==> config.mk <==
export PLATFORM = sky130hd
export DESIGN_NAME = uart_rx_frame_timer
export DESIGN_NICKNAME = d
export VERILOG_FILES = /design/src/rtl/uart_rx_pkg.sv /design/src/rtl/uart_rx_sample_decode.sv /design/src/rtl/uart_rx_frame_timer.sv
export SDC_FILE = /design/constraint.sdc
export NUM_CORES = 1
export LEC_CHECK = 0
export CORE_AREA = 2 2 54 56
export CTS_CLUSTER_SIZE = 14
export DETAILED_ROUTE_END_ITERATION = 10
export DIE_AREA = 0 0 56 58
export DONT_BUFFER_PORTS = 1
export HOLD_SLACK_MARGIN = 0.03
export MAX_ROUTING_LAYER = met4
export PLACE_DENSITY_LB_ADDON = 0.08
export SYNTH_ARGS = -nofsm -noshare
export SYNTH_HDL_FRONTEND = slang
export SYNTH_SLANG_ARGS = --single-unit
==> constraint.sdc <==
create_clock -name clk_i -period 5.7 [get_ports clk_i]
set_clock_uncertainty 0.1 [all_clocks]
set_input_delay 1.14 -clock clk_i [delete_from_list [all_inputs] [get_ports clk_i]]
set_output_delay 1.14 -clock clk_i [all_outputs]
set_load 0.02 [all_outputs]
==> src/rtl/uart_rx_pkg.sv <==
// Shared constants, frame-length helper and latched frame-format type for the UART RX frame timer.
package uart_rx_pkg;

  localparam int MIN_PRESC = 4;
  localparam int MIN_DBITS = 5;
  localparam int MAX_DBITS = 9;
  localparam int FLEN_W    = 5;

  typedef struct packed {
    logic [3:0] data_bits;
    logic       par_en;
    logic       stop2;
  } frame_cfg_t;

  // Wide enough for any 4-bit data_bits, so out-of-range configs are still measurable.
  function automatic logic [FLEN_W-1:0] frame_len(input logic [3:0] data_bits,
                                                  input logic       par_en,
                                                  input logic       stop2);
    return FLEN_W'(2) + FLEN_W'(data_bits) + FLEN_W'(par_en) + FLEN_W'(stop2);
  endfunction

endpackage

==> src/rtl/uart_rx_sample_decode.sv <==
// Decodes the edge counter into sample strobes; UART_RX_TRIPLE_SAMPLE_EN selects
// three strobes around mid-bit (majority vote) instead of a single mid-bit strobe.
module uart_rx_sample_decode #(
  parameter int PRESC_W = 6
) (
  input  logic [PRESC_W-1:0] edge_cnt_i,
  input  logic [PRESC_W-1:0] prescale_i,
  input  logic               enable_i,
  output logic               sample_stb_o,
  output logic [1:0]         sample_idx_o
);

  logic [PRESC_W-1:0] mid;

  // Floor of half a bit: odd prescale samples slightly early.
  assign mid = prescale_i >> 1;

  always_comb begin
    sample_stb_o = 1'b0;
    sample_idx_o = 2'd0;
`ifdef UART_RX_TRIPLE_SAMPLE_EN
    if (enable_i) begin
      if (edge_cnt_i == mid - PRESC_W'(1)) begin
        sample_stb_o = 1'b1;
        sample_idx_o = 2'd0;
      end else if (edge_cnt_i == mid) begin
        sample_stb_o = 1'b1;
        sample_idx_o = 2'd1;
      end else if (edge_cnt_i == mid + PRESC_W'(1)) begin
        sample_stb_o = 1'b1;
        sample_idx_o = 2'd2;
      end
    end
`else
    if (enable_i && (edge_cnt_i == mid)) begin
      sample_stb_o = 1'b1;
      sample_idx_o = 2'd1;
    end
`endif
  end

endmodule

==> src/rtl/uart_rx_frame_timer.sv <==
// UART RX oversampling frame timer: edge/bit counters, run-time frame length and config latch.
// Optional build macro UART_RX_TRIPLE_SAMPLE_EN (handled in uart_rx_sample_decode).
module uart_rx_frame_timer
  import uart_rx_pkg::*;
#(
  parameter int PRESC_W   = 6,
  parameter int BCNT_W    = 4,
  parameter int MAX_FRAME = 12
) (
  input  logic               clk_i,
  input  logic               rst_i,
  input  logic               enable_i,
  input  logic [PRESC_W-1:0] prescale_i,
  input  logic [3:0]         data_bits_i,
  input  logic               par_en_i,
  input  logic               stop2_i,
  output logic [PRESC_W-1:0] edge_cnt_o,
  output logic [BCNT_W-1:0]  bit_cnt_o,
  output logic               sample_stb_o,
  output logic [1:0]         sample_idx_o,
  output logic               bit_tick_o,
  output logic               frame_done_o,
  output logic               cfg_err_o
);

  logic [PRESC_W-1:0] presc_q, presc_d;
  frame_cfg_t         cfg_q, cfg_d;
  logic               cfg_vld_q, cfg_vld_d;
  logic               cfg_err_q, cfg_err_d;
  logic [PRESC_W-1:0] edge_q, edge_d;
  logic [BCNT_W-1:0]  bit_q, bit_d;
  logic [FLEN_W-1:0]  flen_d, flen_q;
  logic [BCNT_W-1:0]  last_bit;
  logic               run, edge_last, bit_last;

  // Config follows the inputs whenever the timer is idle and is frozen while counting.
  always_comb begin
    presc_d   = presc_q;
    cfg_d     = cfg_q;
    cfg_vld_d = cfg_vld_q;
    if (!enable_i) begin
      presc_d   = prescale_i;
      cfg_d     = '{data_bits: data_bits_i, par_en: par_en_i, stop2: stop2_i};
      cfg_vld_d = 1'b1;
    end
  end

  assign flen_d    = frame_len(cfg_d.data_bits, cfg_d.par_en, cfg_d.stop2);
  assign cfg_err_d = (presc_d < PRESC_W'(MIN_PRESC))
                   | (cfg_d.data_bits < 4'(MIN_DBITS))
                   | (cfg_d.data_bits > 4'(MAX_DBITS))
                   | (flen_d > FLEN_W'(MAX_FRAME));

  assign flen_q   = frame_len(cfg_q.data_bits, cfg_q.par_en, cfg_q.stop2);
  assign last_bit = BCNT_W'(flen_q - FLEN_W'(1));

  // cfg_vld_q keeps the all-zero reset config from ever counting before a real latch.
  assign run       = enable_i & cfg_vld_q & ~cfg_err_q;
  assign edge_last = (edge_q == presc_q - PRESC_W'(1));
  assign bit_last  = (bit_q == last_bit);

  always_comb begin
    edge_d = '0;
    bit_d  = '0;
    if (run) begin
      if (edge_last) begin
        edge_d = '0;
        bit_d  = bit_last ? '0 : bit_q + BCNT_W'(1);
      end else begin
        edge_d = edge_q + PRESC_W'(1);
        bit_d  = bit_q;
      end
    end
  end

  always_ff @(posedge clk_i) begin
    if (rst_i) begin
      presc_q   <= '0;
      cfg_q     <= '0;
      cfg_vld_q <= 1'b0;
      cfg_err_q <= 1'b0;
      edge_q    <= '0;
      bit_q     <= '0;
    end else begin
      presc_q   <= presc_d;
      cfg_q     <= cfg_d;
      cfg_vld_q <= cfg_vld_d;
      cfg_err_q <= cfg_err_d;
      edge_q    <= edge_d;
      bit_q     <= bit_d;
    end
  end

  uart_rx_sample_decode #(.PRESC_W(PRESC_W)) u_sample_decode (
    .edge_cnt_i   (edge_q),
    .prescale_i   (presc_q),
    .enable_i     (run),
    .sample_stb_o (sample_stb_o),
    .sample_idx_o (sample_idx_o)
  );

  assign edge_cnt_o   = edge_q;
  assign bit_cnt_o    = bit_q;
  assign bit_tick_o   = run & edge_last;
  assign frame_done_o = run & edge_last & bit_last;
  assign cfg_err_o    = cfg_err_q;

endmodule

* Word-level counts from Yosys, hierarchy flattened
Index checks and enable logic that the tools add are counted.
Operators by class: $add $sub $neg 10, multiply operators 0, div/mod/pow operators 0, $lt $le $gt $ge 4, equality and inequality tests 3, shifts and indexed selects 0, mux-type cells 5, bitwise logic cells 9, reduce and logical (&&, ||, !) cells 3
Operator list (number):
- 6-bit 2-to-1 mux | 2
- 5-bit by 1-bit adder with 5-bit output | 2
- 4-bit by 1-bit adder with 4-bit output | 2
- 6-bit by 1-bit adder with 6-bit output, second input constant | 1
- 6-bit by 5-bit == test with 1-bit output | 1
- 6-bit == test | 1
- 6-bit by 3-bit < comparator with 1-bit output, second input constant | 1
- 6-bit by 1-bit subtractor with 6-bit output, second input constant | 1
- 2-bit by 4-bit adder with 5-bit output, first input constant | 1
- 5-bit by 4-bit greater-than comparator with 1-bit output, second input constant | 1
- 2-bit by 4-bit adder with 4-bit output, first input constant | 1
- 4-bit by 1-bit adder with 4-bit output, second input constant | 1
- 1-bit AND | 4
- 4-bit == test | 1
- 4-bit greater-than comparator, second input constant | 1
- 4-bit by 3-bit < comparator with 1-bit output, second input constant | 1
- 4-bit 2-to-1 mux | 1
- 4-bit by 1-bit subtractor with 4-bit output, second input constant | 1
- 1-bit OR | 3
- 3-bit OR reduction | 1
- 1-bit 2-to-1 mux | 2
- 1-bit NOT | 2
- 2-bit OR reduction | 1
- 1-bit logical AND | 1
Word-level totals: bits in registers 24, latch bits 0, memory bits (writable) 0, bits in read-only memories 0, input bits 15, output and inout bits 16, logic and storage cells 42, memories 0

* Longest topological paths before layout
depth in word-level cells 6, depth in mapped cells 10, mapped depth without buffers 10

* Hierarchy
From an unflattened synthesis, not the netlist that was laid out.
Unflattened totals: cell total of the unflattened synthesis 160, area total of the unflattened synthesis 1472.7 um^2
By module, submodules not included:
- uart_rx_frame_timer | instances 1, cells each 150, area an instance 1388.8 um^2, seq. area each 480.5 um^2
- uart_rx_sample_decode | instances 1, cells each 10, area an instance 83.8 um^2, seq. area each 0.0 um^2

* Worst setup path after synthesis
Ideal clock, no wire load.
kind input port to output port, start point input port enable_i, end point output port sample_idx_o[0], arrival time 2.879 ns, required time 4.460 ns, slack 1.581 ns, cell stages on the path 5, buffers on the path 2, path through buf_4 -> nand3b_2 -> or4_1 -> nor4_1 -> buf_4
Between the ends: cells in the longest elaborated chain, start to end 4
RTL lines:
- from (decl) | RTL line uart_rx_frame_timer.sv:12 | input logic enable_i,
- 1-bit AND (2 in series) | RTL line uart_rx_frame_timer.sv:58 | assign run = enable_i & cfg_vld_q & ~cfg_err_q;
- 1-bit logical AND | RTL line uart_rx_sample_decode.sv:35 | if (enable_i && (edge_cnt_i == mid)) begin
- 1-bit 2-to-1 mux | RTL line uart_rx_sample_decode.sv:35
- to (decl) | RTL line uart_rx_frame_timer.sv:20 | output logic [1:0] sample_idx_o,
No other way between the ends.

* Worst setup path in the final report
start point register cfg_q[2] (netlist bit), end point output port frame_done_o
Between the ends: cells in the longest elaborated chain, start to end 6
RTL lines:
- from (decl) | RTL line uart_rx_frame_timer.sv:27 | frame_cfg_t cfg_q, cfg_d;
- from (signal assigned) | RTL line uart_rx_frame_timer.sv:86 | cfg_q <= cfg_d;
- 2-bit by 4-bit adder with 4-bit output | RTL line uart_rx_pkg.sv:19 | return FLEN_W'(2) + FLEN_W'(data_bits) + FLEN_W'(par_en) + FLEN_W'(stop2);
- 4-bit by 1-bit adder with 4-bit output (2 in series) | RTL line uart_rx_pkg.sv:19
- 4-bit by 1-bit subtractor with 4-bit output | RTL line uart_rx_frame_timer.sv:55 | assign last_bit = BCNT_W'(flen_q - FLEN_W'(1));
- 4-bit == test | RTL line uart_rx_frame_timer.sv:60 | assign bit_last = (bit_q == last_bit);
- 1-bit AND | RTL line uart_rx_frame_timer.sv:105 | assign frame_done_o = run & edge_last & bit_last;
- to (decl) | RTL line uart_rx_frame_timer.sv:22 | output logic frame_done_o,
No other way between the ends.

==> impl_metrics.csv <==
group,metric,value,unit
status,status,"finished, final reports clean",
power,p_leak,0.651,nW
synthesis,seq_area_frac_synth,33.3,%
setup_path,cp_slowest_cell,"nor3_1",
worst_hold_path,hp-class,"flip-flop to flip-flop",
setup_path,arrival,2.94,ns
power,powerDensity,222,mW/mm^2
synthesis,yosys_warnings,0,
clocking,cts.hold.buffers_added,0,
timing,drv_slew,0,
power,p_comb_share,16.8,%
die,fp-row-count,19,
layout,synthToLayoutAreaGrowth,2.95,%
layout,n_fill_cell,252,
clocking,cts_setup_buffers,0,
layout,final_area,0.00148,sq mm
placement,io_buffers,0,
route,num_vias,1103,
power,clockPowerShare,27.6,%
grt,grt_pass1_vias,1099,
grt,grt_first_pass_wirelength,4640,um
grt,gr-total-overflow,0,
timing,setup_ws,1.52,ns
setup_path,crit_required,4.46,ns
route,drc,0,
clocking,clockRootBuffer,"clkbuf_4",
placement,hpwl,2120,um
synthesis,async_reset_ff_share,0,%
die,io_pins,31,
synthesis,ys_types,41,
synthesis,syn_nets,189,
die,start_util,54.1,%
clocking,max-clock-path-buffers,2,
setup_path,critPathMaxFanout,6,
layout,antenna_cells,0,
synthesis,ys.flop_type,"dfxtp_1",
route,routedWlPerCell,14.3,um
route,wl,2760,um
clocking,cts_buffers,3,
worst_hold_path,min_path_cells,2,
grt,grtUsageTotal,18.1,%
power,p_sw_share,27.3,%
setup_path,cp_top_family,"adder cells",
layout,layout_common_cells,"24 x dfxtp_1, 19 x nor2_1, 13 x xor2_1",
clocking,cts_sinks,24,
power,pwr-share-seq,55.6,%
timing,hold_violations,0,
synthesis,synth-edff-count,0,
layout,drive_above_1_share,6.79,%
grt,grt_max_degree,19,
clocking,clkTransAtPathRegs,0.14,ns
synthesis,synth_area,0.00144,sq mm
die,die_y,58,um
power,finalPower,0.329,mW
timing,relSlewSlack,34.7,%
clocking,clk_latency,0.31,ns
placement,placed_cell_area,0.00145,sq mm
setup_path,crit_chain,"inv_1 > ha_1 > inv_1 > ha_1 > fa_1 > xor3_1 > nor3_1 > o21ai_0 > nor3_1",
setup_path,critical_path.max_stage_delay,0.61,ns
die,core_area,0.00266,sq mm
layout,nNetsFinal,187,
layout,final_common_cell,"dfxtp_1",
timing,grt_setup_unrepaired,"no",
die,die_w,56,um
die,die_area,0.00325,sq mm
placement,place_congestion,0.839,
setup_path,criticalPathCategory,"flip-flop to primary output",
clocking,cts_tree,"yes",
timing,period_needed,4.18,ns
setup_path,startpoint_type,"flip-flop",
timing,max_freq,239,MHz
timing,setup-violations-final,0,
power,peakVddDrop,0.145,mV
grt,antenna_found_initial,0,
clocking,htreeDepth,1,
placement,dp_slack,1.87,ns
synthesis,synth-seq-cells,24,
job,cap_viol_max_count,0,
synthesis,postSynthCellCount,165,
power,p_sw,0.0897,mW
route,firstDrtPassIters,4,
setup_path,path_buf_inv,2,
setup_path,crit_cells,9,
timing,timing.final.crit_share,73.3,%
timing,max_slew.worst_pin.slew,0.971,ns
route,drt_iter0_drc,27,
setup_path,crit_path_end_kind,"primary output",
timing,tns,0,ns
route,final_antenna_net_count,0,
synthesis,syn_avg_cell_area,8.74,sq um
route,viasPerCell,5.72,
setup_path,ff2ff_path_depth,10,
clocking,cts.repair.resized,0,
power,p_int,0.239,mW
-- logic make-up (layout without fill, tap and decap cells) --
logic type | count (synthesis) | after routing | synth area share (%)
AOI/OAI and AO/OA | 23 | 23 | 10.1
xor gates and xnor gates | 19 | 19 | 12.6
adders and majority gates | 9 | 9 | 8.85
buffers and inverters | 16 | 13 | 5.03
DFF | 24 | 24 | 33.3
muxes | 12 | 12 | 8.33
other | 1 | 1 | 0.260
and+or+nand+nor | 61 | 61 | 21.5
-- per-layer routing --
| metal | share of wire (%) | vias up | global-route usage [%] |
|---|---|---|---|
| li1 | - | 564 | - |
| met1 | 50 | 518 | 22.7 |
| met2 | 46 | 19 | 28.9 |
| met3 | 4.1 | 2 | 3.79 |
| met4 | 0.62 | 0 | 6.46 |
| met5 | 0 | - | - |
-- sequential cells by signal (all words and copies together), names as in the netlist --
register,count
bit_cnt_o,4
cfg_err_o,1
cfg_q,6
cfg_vld_q,1
edge_cnt_o,6
presc_q,6
-- per-stage QoR --
step	utilization, %	hold WS, ns	instances
3_5_place_dp	54.4	0.342	189
5_1_grt	55.7	0.380	193
3_3_place_gp	54.4	0.340	189
2_1_floorplan	-	0.331	165
4_1_cts	55.7	0.362	193
6_report	55.7	0.361	193
-- cells in the mapped netlist (2+ instances only) --
| cell type | n | area, sq um |
|---|---|---|
| dfxtp_1 | 24 | 480 |
| nor2_1 | 19 | 71.3 |
| xor2_1 | 13 | 114 |
| mux2i_1 | 12 | 120 |
| inv_1 | 9 | 33.8 |
| nand2_1 | 9 | 33.8 |
| nor3_1 | 9 | 45.0 |
| a21oi_1 | 7 | 35.0 |
| ha_1 | 7 | 87.6 |
| nand3_1 | 6 | 30.0 |
| o21ai_0 | 5 | 25.0 |
| xnor2_1 | 5 | 43.8 |
| and3_1 | 3 | 18.8 |
| buf_4 | 3 | 22.5 |
| o22ai_1 | 3 | 18.8 |
| a211oi_1 | 2 | 15.0 |
| clkbuf_1 | 2 | 7.51 |
| fa_1 | 2 | 40.0 |
| or3_1 | 2 | 12.5 |
| or4_1 | 2 | 15.0 |
-- path summary, 6_finish.rpt --
check            start      endpoint  slack (ns)
min reg2reg  cfg_vld_q     cfg_vld_q        0.36
max reg2reg   cfg_q[2]  bit_cnt_o[2]        3.04
min          cfg_vld_q     cfg_vld_q        0.36
max           cfg_q[2]  frame_done_o        1.52
-- power by group through the flow --
stage / Combinational [mW] / Clock [mW] / Sequential [mW]
final: 0.0553 / 0.0906 / 0.183
after global routing: 0.0627 / 0.0995 / 0.184
after CTS: 0.0557 / 0.0937 / 0.183
after detailed placement: 0.0552 / 0 / 0.187
after global placement: 0.0533 / 0 / 0.186
after floorplan: 0.0510 / 0 / 0.185
-- cell type report --
class                      count  area, sq um  share of cell area, %
inverter                       9         33.8                   2.28
multi-input combinational    125          895                   60.3
clock buffer                   4         36.3                   2.45
tap                           31         38.8                   2.61
sequential                    24          480                   32.4
-- worst min-delay path, stage by stage, from the launching register on --
cell and delay (ns):
dfxtp_1 0.34, inv_1 0.05, a21oi_1 0.05
Note: power is estimated with default switching activity, not from simulation.
==> variant: new RTL, same flow settings <==
Build with the macro `UART_RX_TRIPLE_SAMPLE_EN` defined.
--- a/src/rtl/uart_rx_sample_decode.sv
+++ b/src/rtl/uart_rx_sample_decode.sv
@@ -1,4 +1,6 @@
 // Decodes the edge counter into sample strobes; UART_RX_TRIPLE_SAMPLE_EN selects
 // three strobes around mid-bit (majority vote) instead of a single mid-bit strobe.
+`define UART_RX_TRIPLE_SAMPLE_EN
+
 module uart_rx_sample_decode #(
   parameter int PRESC_W = 6
Formal check against the unedited RTL: not equivalent (a bounded check fails within 4 cycles, from zero or initial values and one cycle with rst_i high).
==> variant against the original RTL <==
- synthesized area up 16%
- sequential cell count unchanged
- clock power up 37%
- worst setup slack worse by 37 ps
- sequential share of layout area fell by 4.1 points
- cell area up 14%
- critical path depth stayed put
- power increased by 14%
- critical path type unchanged
- worst hold slack worse by 5.8 ps
- routed wire length increased by 19%
==> variant: results <==
metrics = {
    "global_routing": {
        "grt_pass1_vias": 1333,
        "grt_pass1_wl_mm": 5.56,
        "grt_antenna_before_repair": 0,
        "track_usage_pct": 22.0,
        "grt_max_degree": 19,
    },
    "cts": {
        "cts_root_buf": "clkbuf_4",
        "cts_buffers": 3,
        "clk_pin_slew_ps": 140,
        "cts_setup_buffers": 0,
        "htree_levels": 1,
        "cts_buffer_depth": 2,
        "clk_latency_ps": 310,
        "cts_resized": 0,
    },
    "worst_hold_path": {
        "hold_path_class": "reg -> reg",
    },
    "synth": {
        "synth-main-ff-cell": "dfxtp_1",
        "yosysWarnings": 0,
        "ys_types": 44,
        "ys_top_cells_by_area": "dfxtp_1, ha_1, mux2i_1",
        "synthArstFlopShare_pct": 0,
        "ys_seq_area_share_pct": 28.7,
        "synth_nets": 219,
        "synth_commonest_cells": "dfxtp_1, nor2_1, xnor2_1, xor2_1, mux2i_1",
    },
    "cells_and_area": {
        "num_antenna_cells": 0,
        "nets": 212,
        "drive_gt1_share_pct": 5.98,
    },
    "place": {
        "gp_congestion": 0.925,
        "place.port_buffers": 0,
        "place_hpwl_mm": 2.58,
        "dp_worst_setup_slack_ps": 1580,
    },
    "worst_setup_path": {
        "cp.arrival_ps": 2980,
        "path_max_fanout": 6,
    },
    "detailed_routing": {
        "first_pass_iters": 4,
        "drtIter0Drc": 47,
        "vias_per_cell": 6.14,
        "wl_per_cell_um": 15.2,
    },
    "power": {
        "peakVddDrop_mv": 0.166,
        "leakagePower_uw": 0.000699,
    },
    "sta": {
        "relSlewSlack_pct": 24.0,
    },
    "status": {
        "status": "complete, no violations",
    },
}
variant: path summary, 6_finish.rpt:
path | from | to | slack [ps] | cells after the start
max | cfg_q[2] | frame_done_o | 1480 | 9
min | cfg_vld_q | cfg_vld_q | 360 | 2
max reg2reg | cfg_q[2] | bit_cnt_o[2] | 2980 | 10
min reg2reg | cfg_vld_q | cfg_vld_q | 360 | 2
variant: layout make-up:
class | count | area, um^2
Sequential cell | 24 | 480
Clock inverter | 1 | 30.0
Fill cell | 243 | 966
Tap cell | 31 | 38.8
Inverter | 10 | 37.5
Multi-Input combinational cell | 146 | 1090
Clock buffer | 3 | 22.5
variant: layer usage:
metal	global-route usage (%)	up-vias	wire length, um
li1	-	657	-
met1	23.8	624	1400
met2	37.8	32	1650
met3	4.02	8	142
met4	12.9	0	91
met5	-	-	0
variant: cell families after synthesis:
logic type | Yosys count | synth area share, %
simple gates | 69 | 22.2
compound gates | 26 | 10.7
buf+inv | 22 | 6.57
xor+xnor | 27 | 14.9
flops | 24 | 28.7
fa+ha+maj | 12 | 9.85
mux | 12 | 7.16
variant: where the power goes:
part | total, uW | internal (uW) | switching [uW]
Sequential | 185 | 174 | 10.6
Combinational | 67.7 | 32.6 | 35.1
Clock | 124 | 71.1 | 52.6
Total | 376 | 278 | 98.2
variant: worst max-delay path, cell delays in order (launching register included):
cell and delay [ps]:
dfxtp_1 370, inv_1 50, ha_1 260, inv_1 40, ha_1 200, fa_1 390, xor2_1 200, xnor2_1 140
nand4b_1 230, nor4_1 770
variant: stage by stage:
step	power, uW	cells	instance area (um^2)	utilization [%]
finish	376	215	1700	63.7
global route	395	215	1700	63.7
CTS	378	215	1700	63.7
detailed placement	256	211	1640	61.7
global placement	253	211	1640	61.7
floorplan	250	192	1680	-
